==> config.mk <==
export PLATFORM = sky130hd
export DESIGN_NAME = mult_scheduler
export DESIGN_NICKNAME = d
export VERILOG_FILES = /design/src/rtl/mult_sched_pkg.sv /design/src/rtl/mult_scheduler_rr_picker.sv /design/src/rtl/mult_scheduler.sv
export SDC_FILE = /design/constraint.sdc
export NUM_CORES = 1
export LEC_CHECK = 0
export CAP_MARGIN = 20
export CORE_MARGIN = 10
export CORE_UTILIZATION = 40
export CTS_CLUSTER_DIAMETER = 150
export DETAILED_ROUTE_END_ITERATION = 16
export HOLD_SLACK_MARGIN = 0.05
export PLACE_DENSITY = 0.81
export SLEW_MARGIN = 30
export SYNTH_ARGS = -nofsm -noshare
export SYNTH_HDL_FRONTEND = slang
export SYNTH_HIERARCHICAL = 1
export SYNTH_SLANG_ARGS = --single-unit
export TNS_END_PERCENT = 50
==> constraint.sdc <==
create_clock -name clk -period 3.87 [get_ports clk]
set_clock_uncertainty 0.05 [all_clocks]
set_input_delay 0.774 -clock clk [delete_from_list [all_inputs] [get_ports clk]]
set_output_delay 0.774 -clock clk [all_outputs]
set_load 0.1 [all_outputs]
==> src/rtl/mult_sched_pkg.sv <==
// Package shared by the multiplier scheduler files.
// Holds the scheduler state encoding, the tag-width helper and the
// round-robin pointer reset helper.
// The optional timeout feature is selected elsewhere by MULT_SCHED_TIMEOUT_EN.
package mult_sched_pkg;

  typedef enum logic [1:0] {
    IDLE    = 2'd0,
    ISSUE   = 2'd1,
    BUSY    = 2'd2,
    DELIVER = 2'd3
  } sched_state_t;

  localparam int NREQ_DEFAULT = 32'sd4;

  // Width of a requester index; a single requester still gets a 1-bit tag.
  function automatic int calc_tag_w(input int n);
    if (n > 32'sd1) begin
      return $clog2(n);
    end else begin
      return 32'sd1;
    end
  endfunction

  localparam int TAG_W = calc_tag_w(NREQ_DEFAULT);

  // The pointer resets to the last requester so requester 0 wins first.
  function automatic int rr_ptr_rst(input int n);
    return n - 32'sd1;
  endfunction

  localparam int RR_PTR_RST_DEFAULT = rr_ptr_rst(NREQ_DEFAULT);

endpackage

==> src/rtl/mult_scheduler_rr_picker.sv <==
// Combinational round-robin picker.
// Ports:
//   req   - request vector, one bit per requester
//   ptr   - index of the last winner; the search starts at ptr+1
//   grant - one-hot grant (all zero when no request is pending)
//   idx   - encoded index of the granted requester
//   any   - at least one request is pending
module rr_picker
  import mult_sched_pkg::*;
#(
  parameter int NREQ = 4,
  parameter int TW   = calc_tag_w(NREQ)
) (
  input  logic [NREQ-1:0] req,
  input  logic [TW-1:0]   ptr,
  output logic [NREQ-1:0] grant,
  output logic [TW-1:0]   idx,
  output logic            any
);

  // First pending request after ptr, with modulo-NREQ wrap.
  always_comb begin
    grant = '0;
    idx   = '0;
    any   = 1'b0;
    for (int k = 32'sd1; k <= NREQ; k++) begin
      if (!any && req[TW'((int'(ptr) + k) % NREQ)]) begin
        grant[TW'((int'(ptr) + k) % NREQ)] = 1'b1;
        idx = TW'((int'(ptr) + k) % NREQ);
        any = 1'b1;
      end else begin
        any = any;
      end
    end
  end

endmodule

==> src/rtl/mult_scheduler.sv <==
// Shares one signed multiplier core among NREQ requesters using
// round-robin arbitration. One job is in flight at a time: operands are
// latched on accept, the core is started with a one-cycle mul_valid pulse,
// the product is captured on mul_done and returned to the owning requester
// over a valid/ready handshake.
// Optional feature macro: MULT_SCHED_TIMEOUT_EN -- aborts a job that sees no
// mul_done within TIMEOUT BUSY cycles, returning 0 with resp_err set.
// Ports:
//   clk, rst                 - clock, synchronous active-high reset
//   req_valid/req_ready      - per-requester request handshake (ready one-hot)
//   req_a/req_b              - flattened signed operands, slice i = requester i
//   resp_valid/resp_ready    - per-requester response handshake (valid one-hot)
//   resp_data, resp_err      - shared product and timeout-abort flag
//   mul_valid, mul_a, mul_b  - start pulse and operands to the core
//   mul_y, mul_done          - core product and completion pulse
module mult_scheduler
  import mult_sched_pkg::*;
#(
  parameter int NREQ    = 4,
  parameter int W       = 8,
  parameter int TIMEOUT = 64
) (
  input  logic              clk,
  input  logic              rst,
  input  logic [NREQ-1:0]   req_valid,
  output logic [NREQ-1:0]   req_ready,
  input  logic [NREQ*W-1:0] req_a,
  input  logic [NREQ*W-1:0] req_b,
  output logic [NREQ-1:0]   resp_valid,
  input  logic [NREQ-1:0]   resp_ready,
  output logic [2*W-1:0]    resp_data,
  output logic              resp_err,
  output logic              mul_valid,
  output logic [W-1:0]      mul_a,
  output logic [W-1:0]      mul_b,
  input  logic [2*W-1:0]    mul_y,
  input  logic              mul_done
);

  localparam int TW = calc_tag_w(NREQ);
  localparam logic [TW-1:0] RR_PTR_RST = TW'(rr_ptr_rst(NREQ));
  localparam logic [NREQ-1:0] ONE_N = {{(NREQ-1){1'b0}}, 1'b1};

  sched_state_t      state_q, state_d;
  logic [TW-1:0]     rr_ptr_q, rr_ptr_d;
  logic [TW-1:0]     tag_q, tag_d;
  logic [W-1:0]      mul_a_q, mul_a_d;
  logic [W-1:0]      mul_b_q, mul_b_d;
  logic              mul_valid_q, mul_valid_d;
  logic [NREQ-1:0]   resp_valid_q, resp_valid_d;
  logic [2*W-1:0]    resp_data_q, resp_data_d;

  logic [NREQ-1:0]   pick_grant;
  logic [TW-1:0]     pick_idx;
  logic              pick_any;

`ifdef MULT_SCHED_TIMEOUT_EN
  localparam int CW = $clog2(TIMEOUT + 1);
  logic [CW-1:0]     cnt_q, cnt_d;
  logic              resp_err_q, resp_err_d;
`endif

  rr_picker #(
    .NREQ (NREQ),
    .TW   (TW)
  ) u_picker (
    .req   (req_valid),
    .ptr   (rr_ptr_q),
    .grant (pick_grant),
    .idx   (pick_idx),
    .any   (pick_any)
  );

  // Accept is combinational so the winner sees req_ready in its request cycle.
  assign req_ready  = (state_q == IDLE) ? pick_grant : '0;
  assign resp_valid = resp_valid_q;
  assign resp_data  = resp_data_q;
  assign mul_valid  = mul_valid_q;
  assign mul_a      = mul_a_q;
  assign mul_b      = mul_b_q;
`ifdef MULT_SCHED_TIMEOUT_EN
  assign resp_err   = resp_err_q;
`else
  assign resp_err   = 1'b0;
`endif

  // Next-state and next-output computation for the job sequencer.
  always_comb begin
    state_d      = state_q;
    rr_ptr_d     = rr_ptr_q;
    tag_d        = tag_q;
    mul_a_d      = mul_a_q;
    mul_b_d      = mul_b_q;
    mul_valid_d  = 1'b0;
    resp_valid_d = resp_valid_q;
    resp_data_d  = resp_data_q;
`ifdef MULT_SCHED_TIMEOUT_EN
    cnt_d        = cnt_q;
    resp_err_d   = resp_err_q;
`endif
    case (state_q)
      IDLE: begin
        if (pick_any) begin
          mul_a_d     = req_a[int'(pick_idx)*W +: W];
          mul_b_d     = req_b[int'(pick_idx)*W +: W];
          tag_d       = pick_idx;
          rr_ptr_d    = pick_idx;
          mul_valid_d = 1'b1;  // high for the single ISSUE cycle
          state_d     = ISSUE;
        end else begin
          state_d = IDLE;
        end
      end
      ISSUE: begin
        state_d = BUSY;
`ifdef MULT_SCHED_TIMEOUT_EN
        cnt_d   = '0;
`endif
      end
      BUSY: begin
        if (mul_done) begin
          resp_data_d  = mul_y;
          resp_valid_d = ONE_N << tag_q;
          state_d      = DELIVER;
`ifdef MULT_SCHED_TIMEOUT_EN
        end else if (cnt_q == CW'(TIMEOUT - 1)) begin
          // This is the TIMEOUT-th BUSY cycle without completion.
          resp_data_d  = '0;
          resp_err_d   = 1'b1;
          resp_valid_d = ONE_N << tag_q;
          state_d      = DELIVER;
        end else begin
          cnt_d = cnt_q + CW'(1);
`else
        end else begin
          state_d = BUSY;
`endif
        end
      end
      DELIVER: begin
        // Only the owner's resp_ready matters.
        if (resp_ready[tag_q]) begin
          resp_valid_d = '0;
          state_d      = IDLE;
`ifdef MULT_SCHED_TIMEOUT_EN
          resp_err_d   = 1'b0;
`endif
        end else begin
          state_d = DELIVER;
        end
      end
      default: begin
        state_d      = IDLE;
        resp_valid_d = '0;
      end
    endcase
  end

  // State and registered outputs.
  always_ff @(posedge clk) begin
    if (rst) begin
      state_q      <= IDLE;
      rr_ptr_q     <= RR_PTR_RST;
      tag_q        <= '0;
      mul_a_q      <= '0;
      mul_b_q      <= '0;
      mul_valid_q  <= 1'b0;
      resp_valid_q <= '0;
      resp_data_q  <= '0;
`ifdef MULT_SCHED_TIMEOUT_EN
      cnt_q        <= '0;
      resp_err_q   <= 1'b0;
`endif
    end else begin
      state_q      <= state_d;
      rr_ptr_q     <= rr_ptr_d;
      tag_q        <= tag_d;
      mul_a_q      <= mul_a_d;
      mul_b_q      <= mul_b_d;
      mul_valid_q  <= mul_valid_d;
      resp_valid_q <= resp_valid_d;
      resp_data_q  <= resp_data_d;
`ifdef MULT_SCHED_TIMEOUT_EN
      cnt_q        <= cnt_d;
      resp_err_q   <= resp_err_d;
`endif
    end
  end

endmodule

==> metrics.md <==
| Metric | Value |
|---|---|
| Outcome | complete, no violations |
| Clock tree sinks | 43 |
| Register clock-pin slew on the reported worst setup and hold paths | 0.09 ns |
| Type of destination of the critical path | output port |
| Worst Hold Class | reg2reg |
| Number of core rows | 29 |
| Later-pin clock latency in the skew report | 0.29 ns |
| Synthesis warning total | 6 |
| Startpoint class of the critical path | input port |
| Netlist area before placement | 0.00259 mm² |
| RSZ-0062 raised after global routing | false |
| Final Total Pwr | 2910 µW |
| Post-synthesis sequential element count | 43 |
| Fraction of synthesized cell area taken by the top area cell type | 33.2% |
| Destination of the critical timing path | req_ready[3] |
| GRT overflow | 0 |
| Remaining antenna violation count | 0 |
| Total wire length after detailed routing | 7860 µm |
| Worst-path maximum fanout | 9 |
| Final period demand of the worst path | 3.56 ns |
| Number of hold-repair buffers added at the cts stage | 0 |
| R2r worst-path depth | 10 |
| Number of enable flip-flop cells after synthesis | 0 |
| Number of diodes added for antenna fixing | 0 |
| Fraction of layout cells with a size suffix above 1 | 10.6% |
| Setup violations, final | 0 |
| Fill cell total of the finished layout | 552 |
| Final Hold Viols | 0 |
| Headroom to the max-slew limit | 32.6% |
| TritonCTS buffer count | 5 |
| Cell area after layout | 0.00402 mm² |
| Placer's final routability congestion estimate | 0.871 |
| Cell types with the highest counts after synthesis | 77 x sky130_fd_sc_hd__nand2_1, 43 x sky130_fd_sc_hd__dfxtp_1, 40 x sky130_fd_sc_hd__a21oi_1 |
| Unique masters post-synth | 45 |
| Average cell area after synthesis | 9.22 µm² |
| Worst reg2reg setup slack | 0.84 ns |
| Die Y-Extent | 100 µm |
| Via Count | 2527 |
| Total leakage power | 0.00151 µW |
| Total iterations of the first detailed-routing run | 4 |
| DRC violations left | 0 |
| Nets@finish | 502 |
| Launch instance of the worst register-to-register path | rr_ptr_q[1] |
| CTS tree | yes |
| Crit path DAT | 2.74 ns |
| Wire length of the first global-routing pass | 12200 µm |
| Post-CTS setup-driven buffer insertion count | 0 |
| Number of standard cells in the final layout excluding fillers | 481 |
| Core Area | 0.00631 mm² |
| Average routed wire per standard cell | 16.3 µm |
| IR drop worst, VDD | 0.000578 V |
| Pwr dens | 725 mW/mm² |
| Hold depth | 2 |
| Via count of the first global-routing pass | 2504 |
| Area Overhead vs Synth | 55.0% |
| CTS Root Cell | sky130_fd_sc_hd__clkbuf_8 |
| Initial antenna violation count | 0 |
| Count leader, synth | sky130_fd_sc_hd__nand2_1 |
| Pins Over Slew Limit | 0 |
| Die outline area | 0.0101 mm² |
| Pin count of the biggest net entering global routing | 23 |
| Cell count after synthesis | 281 |
| R2R Path End | mul_b[0] |
| Overall die width | 100 µm |
| Per-cell via count in the routed design | 5.25 |
| DR iter-0 viols | 144 |
| Placed Instance Area | 0.00394 mm² |
| Global router's overall resource usage | 14.6% |
| Htree depth | 2 |
| Maximum Capacitance Violations | 0 |
| Sequential element share of the synthesized area | 33.2% |
| Library cell occupying the most area in the post-synthesis netlist | sky130_fd_sc_hd__dfxtp_1 |
| Deepest clock path buffer count | 2 |
| Achievable Freq | 281 MHz |
| Post-detailed-placement half-perimeter wirelength | 6380 µm |
| Aggregate negative setup slack | 0 ns |
| Async set-or-reset flop fraction in the synthesized netlist | 0% |
| Cells after DPL | 473 |
| Setup Crit Path Kind | in2out |
| Top-Level Pins | 133 |
| Final core utilization | 63.6% |
| Buffers added on ports | 131 |
| Flip-flop cell with the highest count after synthesis | sky130_fd_sc_hd__dfxtp_1 |
| Period utilization | 92.1% |
| Post-CTS Resized | 0 |
| Worst Path Required | 3.05 ns |
| Initial core utilization | 41.0% |
| Worst Tran Pin Value | 1.01 ns |
| Setup crit start | req_valid[3] |
| Post-synth net total | 380 |
| Dominant cells by area after synthesis | sky130_fd_sc_hd__dfxtp_1 33%, sky130_fd_sc_hd__nand2_1 11%, sky130_fd_sc_hd__mux4_2 10% |
-- kinds of logic (layout without fill, tap and decap cells) --
kind of cell	count (synthesis)	in the layout	share of synthesized area (%)
mux	28	28	21.9
fa+ha+maj	8	8	3.86
other cells	1	1	0.145
compound gates	67	67	15.7
buf+inv	28	151	6.76
flops	43	43	33.2
simple gates	106	106	18.4
-- flip-flops by register name (all words and copies together) (netlist names) --
signal      flops
mul_a           8
mul_b           8
mul_valid       1
resp_data      16
resp_valid      4
rr_ptr_q        2
state_q         2
tag_q           2
-- placed cells by master, fill, tap and decap left out, drive strengths merged, types with 2 or more instances in the layout --
cell type and instances:
clkdlybuf4s50 125, nand2 77, dfxtp 43, a21oi 40, mux4 20, buf 12
nor2 10, ha 8, o22ai 7, inv 7, mux2i 6, clkbuf 5
o21ai 5, and2 4, o211ai 4, nand2b 3, nand3b 2, nand3 2
nor3 2, mux2 2, clkinvlp 2
-- final cells by class --
type	count	area, µm²	area share, %
multi-input cells	210	1560	38.8
well taps	77	96.3	2.40
clock inverters	3	23.8	0.592
inverters	6	22.5	0.561
flip-flops and latches	43	861	21.4
clock buffers	5	68.8	1.71
repair buffers	137	1390	34.5
-- per-layer routing --
| layer | up-vias | GRT usage (%) | routed length, µm | share of wire, % |
|---|---|---|---|---|
| li1 | 1248 | - | - | - |
| met1 | 1166 | 16.2 | 3190 | 41 |
| met2 | 103 | 25.3 | 3880 | 49 |
| met3 | 10 | 5.90 | 681 | 8.7 |
| met4 | 0 | 3.70 | 103 | 1.3 |
| met5 | - | 0 | 0 | 0 |
-- power by group --
| part | switching [µW] | internal [µW] |
|---|---|---|
| Combinational | 1260 | 753 |
| Clock | 167 | 129 |
| Sequential | 63.2 | 538 |
| Total | 1490 | 1420 |
-- metrics by stage --
step,setup slack (ns),hold WS [ns]
global placement,0.357,0.391
finish,0.305,0.407
CTS,0.312,0.408
floorplan,0.252,0.448
detailed placement,0.312,0.396
global route,0.190,0.425
-- critical path, stage by stage --
cell and delay, ns:
sky130_fd_sc_hd__clkdlybuf4s50_1 0.53, sky130_fd_sc_hd__mux4_2 0.58, sky130_fd_sc_hd__nor2_2 0.24, sky130_fd_sc_hd__o2111ai_1 0.15, sky130_fd_sc_hd__nand3b_1 0.11, sky130_fd_sc_hd__and2_1 0.17, sky130_fd_sc_hd__buf_12 0.18
-- how the worst min path moves through the flow --
stage | from | to | slack (ns)
floorplan | tag_q[0] | tag_q[0] | 0.45
global placement | resp_data[14] | resp_data[14] | 0.39
detailed placement | mul_b[6] | mul_b[6] | 0.40
CTS | mul_b[6] | mul_b[6] | 0.41
global route | resp_data[14] | resp_data[14] | 0.43
finish | resp_data[5] | resp_data[5] | 0.41
Note: power is estimated with default switching activity, not from simulation.
